==> src/rtl/uart_tx_serializer.sv <==
// uart_tx_serializer: byte-to-serial UART transmitter with start/finish handshake
module uart_tx_serializer #(
  parameter int CLKS_PER_BIT = 5208,
  parameter int PARITY       = 0,
  parameter int STOP_BITS    = 1
) (
  input  logic       clk,
  input  logic       reset,
  input  logic [7:0] out_data,
  input  logic       out_start,
  output logic       out_finish,
  output logic       tx
);
  typedef enum logic [2:0] {IDLE, START, DATA, PAR, STOP} state_t;
  localparam logic [15:0] LAST = 16'(CLKS_PER_BIT - 1);
  state_t      state_q;
  logic [2:0]  bit_q;
  logic [15:0] baud_q;
  logic [7:0]  shift_q;
  logic        par_q, start_q, tx_q, finish_q;
  logic        req, wrap;
  assign req        = out_start & ~start_q;
  assign wrap       = baud_q == LAST;
  assign tx         = tx_q;
  assign out_finish = finish_q;
  // frame sequencer: tx and out_finish change on the edge that enters each bit
  always_ff @(posedge clk) begin
    if (reset) begin
      state_q  <= IDLE;
      bit_q    <= '0;
      baud_q   <= '0;
      shift_q  <= '0;
      par_q    <= 1'b0;
      start_q  <= 1'b0;
      tx_q     <= 1'b1;
      finish_q <= 1'b1;
    end else begin
      start_q <= out_start;
      baud_q  <= (state_q == IDLE || wrap) ? '0 : baud_q + 16'd1;
      case (state_q)
        IDLE: if (req) begin
          shift_q  <= out_data;
          par_q    <= (PARITY == 2) ^ (^out_data);
          state_q  <= START;
          tx_q     <= 1'b0;
          finish_q <= 1'b0;
        end
        START: if (wrap) begin
          state_q <= DATA;
          bit_q   <= '0;
          tx_q    <= shift_q[0];
        end
        DATA: if (wrap) begin
          shift_q <= shift_q >> 1;
          if (bit_q == 3'd7) begin
            bit_q   <= '0;
            state_q <= (PARITY != 0) ? PAR : STOP;
            tx_q    <= (PARITY != 0) ? par_q : 1'b1;
          end else begin
            bit_q <= bit_q + 3'd1;
            tx_q  <= shift_q[1];
          end
        end
        PAR: if (wrap) begin
          state_q <= STOP;
          bit_q   <= '0;
          tx_q    <= 1'b1;
        end
        STOP: if (wrap) begin
          if (bit_q == 3'(STOP_BITS - 1)) begin
            state_q  <= IDLE;
            finish_q <= 1'b1;
          end else begin
            bit_q <= bit_q + 3'd1;
          end
        end
        default: state_q <= IDLE;
      endcase
    end
  end
endmodule

==> config.mk <==
export PLATFORM = sky130hd
export DESIGN_NAME = uart_tx_serializer
export DESIGN_NICKNAME = d
export VERILOG_FILES = /design/src/rtl/uart_tx_serializer.sv
export SDC_FILE = /design/constraint.sdc
export NUM_CORES = 1
export LEC_CHECK = 0
export ABC_AREA = 1
export BUFFER_PORTS_ARGS = -buffer_cell sky130_fd_sc_hd__buf_2
export CAP_MARGIN = 20
export CORE_AREA = 2 2 88 90
export DETAILED_ROUTE_END_ITERATION = 8
export DIE_AREA = 0 0 90 92
export PLACE_DENSITY_LB_ADDON = 0.08
export SYNTH_ARGS = -nofsm -noshare
export SYNTH_HDL_FRONTEND = slang
export SYNTH_SLANG_ARGS = --single-unit
==> constraint.sdc <==
create_clock -name clk -period 1.7 [get_ports clk]
set_input_delay 0.085 -clock clk [delete_from_list [all_inputs] [get_ports clk]]
set_output_delay 0.085 -clock clk [all_outputs]
set_load 0.03 [all_outputs]
* Yosys cells after proc, flatten, opt, wreduce, memory -nomap -nowiden
Cells that the tools add are included.
** Storage, ports and cells
- Input port bits :: 11
- Flip-flop bits (word level) :: 33
- Logic and storage cells :: 66
** Cells by class
- Mux-type cells :: 26
- Bitwise operators :: 2
- Equal/unequal tests :: 15
- Add/sub/neg operators :: 2
- Reductions and logical operators :: 14
** Operator list (count)
- $mux W3 :: 12
- $add A16 B1 Y16 const B :: 1
- $eq A16 B13 Y1 const B :: 1
- $mux W8 :: 2
- $ne A2 B2 Y1 const B :: 8
- $pmux W8 S2 :: 1
- $pmux W3 S5 :: 1
- $reduce_and A5 Y1 :: 2
- $pmux W3 S3 :: 1
- $mux W1 :: 7
- $reduce_and A7 Y1 :: 1
- $eq A3 B2 Y1 const B :: 2
- $eq A3 B3 Y1 const B :: 2
- $logic_not A3 Y1 :: 2
- $pmux W1 S4 :: 1
- $reduce_and A4 Y1 :: 1
- $reduce_bool A2 Y1 :: 2
- $reduce_bool A4 Y1 :: 1
- $reduce_or A2 Y1 :: 2
- $add A3 B1 Y3 const B :: 1
- $eq A3 B1 Y1 const B :: 1
- $reduce_and A3 Y1 :: 1
- $reduce_bool A3 Y1 :: 1
- $ne A2 B1 Y1 const B :: 1
- other kinds (4) :: 4

* Depth between registers and ports, before layout
- Depth after elaboration :: 4
- Gate-level depth with buffers :: 13
- Depth with buffers taken out :: 13

* Least setup slack after synthesis
OpenSTA, ideal clock, no wires.
- Kind :: register -> register
- Start point :: register baud_q[0]
- End point :: register shift_q[0]
- Data required time :: 1568 ps
- Library setup time :: 132 ps
- Arrival time :: 1329 ps
- Period minus slack after synthesis :: 1462 ps
- Buffers on the path :: 0
- Stages on the path, launching flop included :: 11
- Setup slack :: 238 ps
- Path through :: dfxtp_1 > ha_1 > inv_1 > nor2_1 > nand2_1 > nor2_4 > nand2_4 > o21ai_4 > nand2_4 > nand2_1 > a21oi_1
** Between the ends
- Cells in the longest elaborated chain, start to end :: 3
** Ends and longest elaborated chain
- start: declaration :: line 18 : logic [15:0] baud_q;
- start signal: assignment :: line 39 : baud_q <= (state_q == IDLE || wrap) ? '0 : baud_q + 16'd1;
- $eq A16 B13 Y1 :: line 23 : assign wrap = baud_q == LAST;
- $ne A2 B2 Y1 (no line)
- $reduce_and A3 Y1 (no line)
- end signal: assignment :: line 42 : shift_q <= out_data;
- end signal: assignment :: line 54 : shift_q <= shift_q >> 1;
- end: declaration :: line 19 : logic [7:0] shift_q;
Every way passes these cells.
A chain may end at the register's enable or synchronous reset.

* Worst setup path in the final report
- Start point :: register baud_q[1]
- End point :: register shift_q[4]
The elaborated chain is that of the path after synthesis.

==> results_dict.tcl <==
set metrics [dict create \
    count_of_buffers_from_port_buffering 12 \
    grt_setup_unrepaired "false" \
    antenna_found_initial 0 \
    post_synth.cell_area_avg_sq_um 7.00 \
    synth_top_area_share 0.373 \
    top_signal_layer_used "met4" \
    chipWidth_um 90 \
    ys_dominant_reg_cell "dfxtp_1" \
    netlist-cell-type-count 34 \
    synthCells 253 \
    fp.dieArea_sq_um 8280 \
    ioPinCount 13 \
    clk_pin_slew_worst_paths_ns 0.07 \
    clock.fmax_mhz 660 \
    maxCapViolations 0 \
    yosys.cell_count.top_type "nand2_1" \
    power_share_of_the_sequential_group 0.359 \
    netlist_top_cells_count "nand2_1, dfxtp_1, inv_1" \
    drtAntennaViolNets 0 \
    share_clk_of_total_power 0.217 \
    cts_root_buf "clkbuf_8" \
    vias 1627 \
    timing.critical_path.from "baud_q[1]" \
    dr_wl_met2_mm 2.05 \
    combPwrFrac 0.424 \
    critical_path_depth 10 \
    path_max_fanout 8 \
    swShare 0.409 \
    tritoncts_buffers 5 \
    worstPathCellList "ha_4 > inv_1 > nor2_1 > nand2_1 > nor2_4 > nand2_4 > o21ai_4 > nand2_4 > nand2_1 > a21oi_1" \
    layout.core_utilization 0.290 \
    final_hold_viol_count 0 \
    worst-path-buf-inv 1 \
    cts_hold_repair.buffers 0 \
    netlist_area_sq_um 1770 \
    delay_contributed_by_the_slowest_stage_of_the_critical_path_ns 0.36 \
    cp_slowest_cell "dfxtp_2" \
    drt_first_pass_iters 4 \
    synth_edf_count 0 \
    mappedNetlistNets 268 \
    m1WireLength_mm 2.03 \
    track_usage 0.111 \
    worst-endpoint-required_ns 1.87 \
    switchingPower_mw 1.15 \
    cts.sinks 33 \
    drt_iter0_drcs 47 \
    time_the_final_worst_path_needs_with_i_o_delays_and_setup_ns 1.51 \
    worstRegToRegCells 10 \
    clock_tree_from_tritoncts "built" \
    cts_buffer_depth 2 \
    routabilityCongestion 0.747 \
    crit-reg2reg-launch "baud_q[1]" \
    startpoint_to_endpoint_class_of_the_critical_path "reg -> reg" \
    fillers 846 \
    area_leader_netlist "dfxtp_1" \
    hold_slack_ns 0.0444 \
    finClkSkew_ns 0.00768 \
    wire_length_of_the_first_global_routing_pass_mm 7.32 \
    synth_area_leaders "dfxtp_1, nand2_1, a21oi_1" \
    ir_worst_vdd_v 0.000338 \
    overflow 0 \
    rows 32 \
    wire_per_inst_um 11.1 \
    timing.final.crit_share 0.891 \
    yosysWarnings 0 \
    slew-limit-headroom 0.816 \
    grt_pass1_vias 1558 \
    worstSetupStartpointType "flip-flop" \
    drive_above_1_share 0.237 \
    final_setup_violation_count 0 \
    number_of_nets_in_the_final_layout 298 \
    setup_total_negative_slack_ns 0 \
    cellLeakagePower_nw 0.872 \
    crit_arrival_ns 1.69 \
    post-route-drc-count 0 \
    synthToLayoutAreaGrowth_pct 21.9 \
    starting_density_of_the_core 0.238 \
    vias_per_cell 4.23 \
    async_reset_ff_frac 0 \
    met3WireLength_um 117 \
    slew_viol_final 0 \
    grt_max_degree 13 \
    die_y_um 92 \
    core-area_sq_um 7450 \
    worst_r2r_endpoint "shift_q[4]" \
    p_per_area_nw_per_um2 1300 \
    postSynthRegisterBits 33 \
    worstSetupEndpointType "flip-flop" \
    seq_area_frac_synth 0.373 \
    cellInternalPower_mw 1.66 \
    insertedDiodeCount 0 \
    htree_levels 2 \
    outcome "finished, final reports clean" \
    critical-path-top-delay-family "simple AND/OR/NAND/NOR gates" \
    dpl.hpwl_mm 3.12 \
    slew_at_the_pin_with_the_worst_max_slew_slack_ns 0.273 \
    worst_setup_path_endpoint "shift_q[4]" \
    clk_latency_ns 0.29 \
    worstHoldPathType "in -> reg" \
    drt_wl_total_mm 4.26 \
    worst-r2r-setup-slack_ns 0.19 \
]
-- timing repair --
action | in CTS | in global routing
setup buffers | 0 | 3
hold endpoints to repair | 0 | 0
resized for setup | 0 | 9
endpoints found under the setup margin | 0 | 21
-- power groups by stage --
| stage | Clock [mW] | Sequential (mW) | Combinational, mW |
|---|---|---|---|
| after floorplan | 0 | 1.05 | 0.795 |
| after global placement | 0 | 1.02 | 1.15 |
| after detailed placement | 0 | 1.02 | 1.13 |
| after CTS | 0.633 | 1.00 | 1.14 |
| after global routing | 0.654 | 1.03 | 1.38 |
| final | 0.611 | 1.01 | 1.19 |
-- state kept, by name, indices dropped and copies added, names as in the netlist --
register and count:
start_q 1, out_finish 1, bit_q 3, baud_q 16
shift_q 8, state_q 3, tx 1
-- kinds of logic (layout without fill, tap and decap cells) --
kind of cell | Yosys count | in the layout | synth area share
adders and majority gates | 4 | 4 | 0.0283
xor gates and xnor gates | 1 | 1 | 0.00495
AOI/OAI and AO/OA | 41 | 42 | 0.129
DFF | 33 | 33 | 0.373
buffers and inverters | 37 | 66 | 0.0841
and+or+nand+nor | 137 | 137 | 0.380
-- metal layers --
layer  GRT usage  vias to the layer above
met2       0.192                       13
met4      0.0423                        0
li1            -                      881
met3      0.0279                        7
met5           0                        -
met1       0.132                      726
-- cell usage in the layout (no fill, tap or decap), types with 7 or more instances in the layout --
cell type and count:
inv_1 27, nand2_1 57, nand3_1 18, buf_2 12
o21ai_0 8, dfxtp_1 30, nor2_1 23, a21oi_1 24
nand4_1 7, buf_4 13, nor2_2 7
-- through the flow --
step                      instances  instance area [sq um]  setup WS [ns]  power [mW]
after detailed placement        374                   2020         0.0661        2.15
after floorplan                 253                   1770          0.238        1.84
after global routing            385                   2160        0.00273        3.06
final                           385                   2160          0.186        2.81
after global placement          374                   2020         0.0850        2.17
after CTS                       381                   2100         0.0618        2.77
-- worst min-delay path, cell delays in order --
cell and delay [ns]:
buf_2 0.07, inv_1 0.06, nor2_1 0.08
-- final cells by class --
| cell class | count | area (sq um) | share of cell area |
|---|---|---|---|
| clock buffer | 7 | 86.3 | 0.0400 |
| inverter | 34 | 133 | 0.0614 |
| multi-input combinational | 184 | 990 | 0.459 |
| sequential | 33 | 664 | 0.308 |
| tap | 102 | 128 | 0.0591 |
| timing repair buffer | 25 | 158 | 0.0730 |
-- worst min-delay path by stage --
stage                startpoint         end  depth (start not counted)
floorplan                 reset  shift_q[7]                          1
global placement      out_start     start_q                          3
detailed placement    out_start     start_q                          3
CTS                   out_start     start_q                          3
global route        out_data[7]  shift_q[7]                          3
finish                out_start     start_q                          3
No activity file was read; power rests on OpenSTA's default activity.
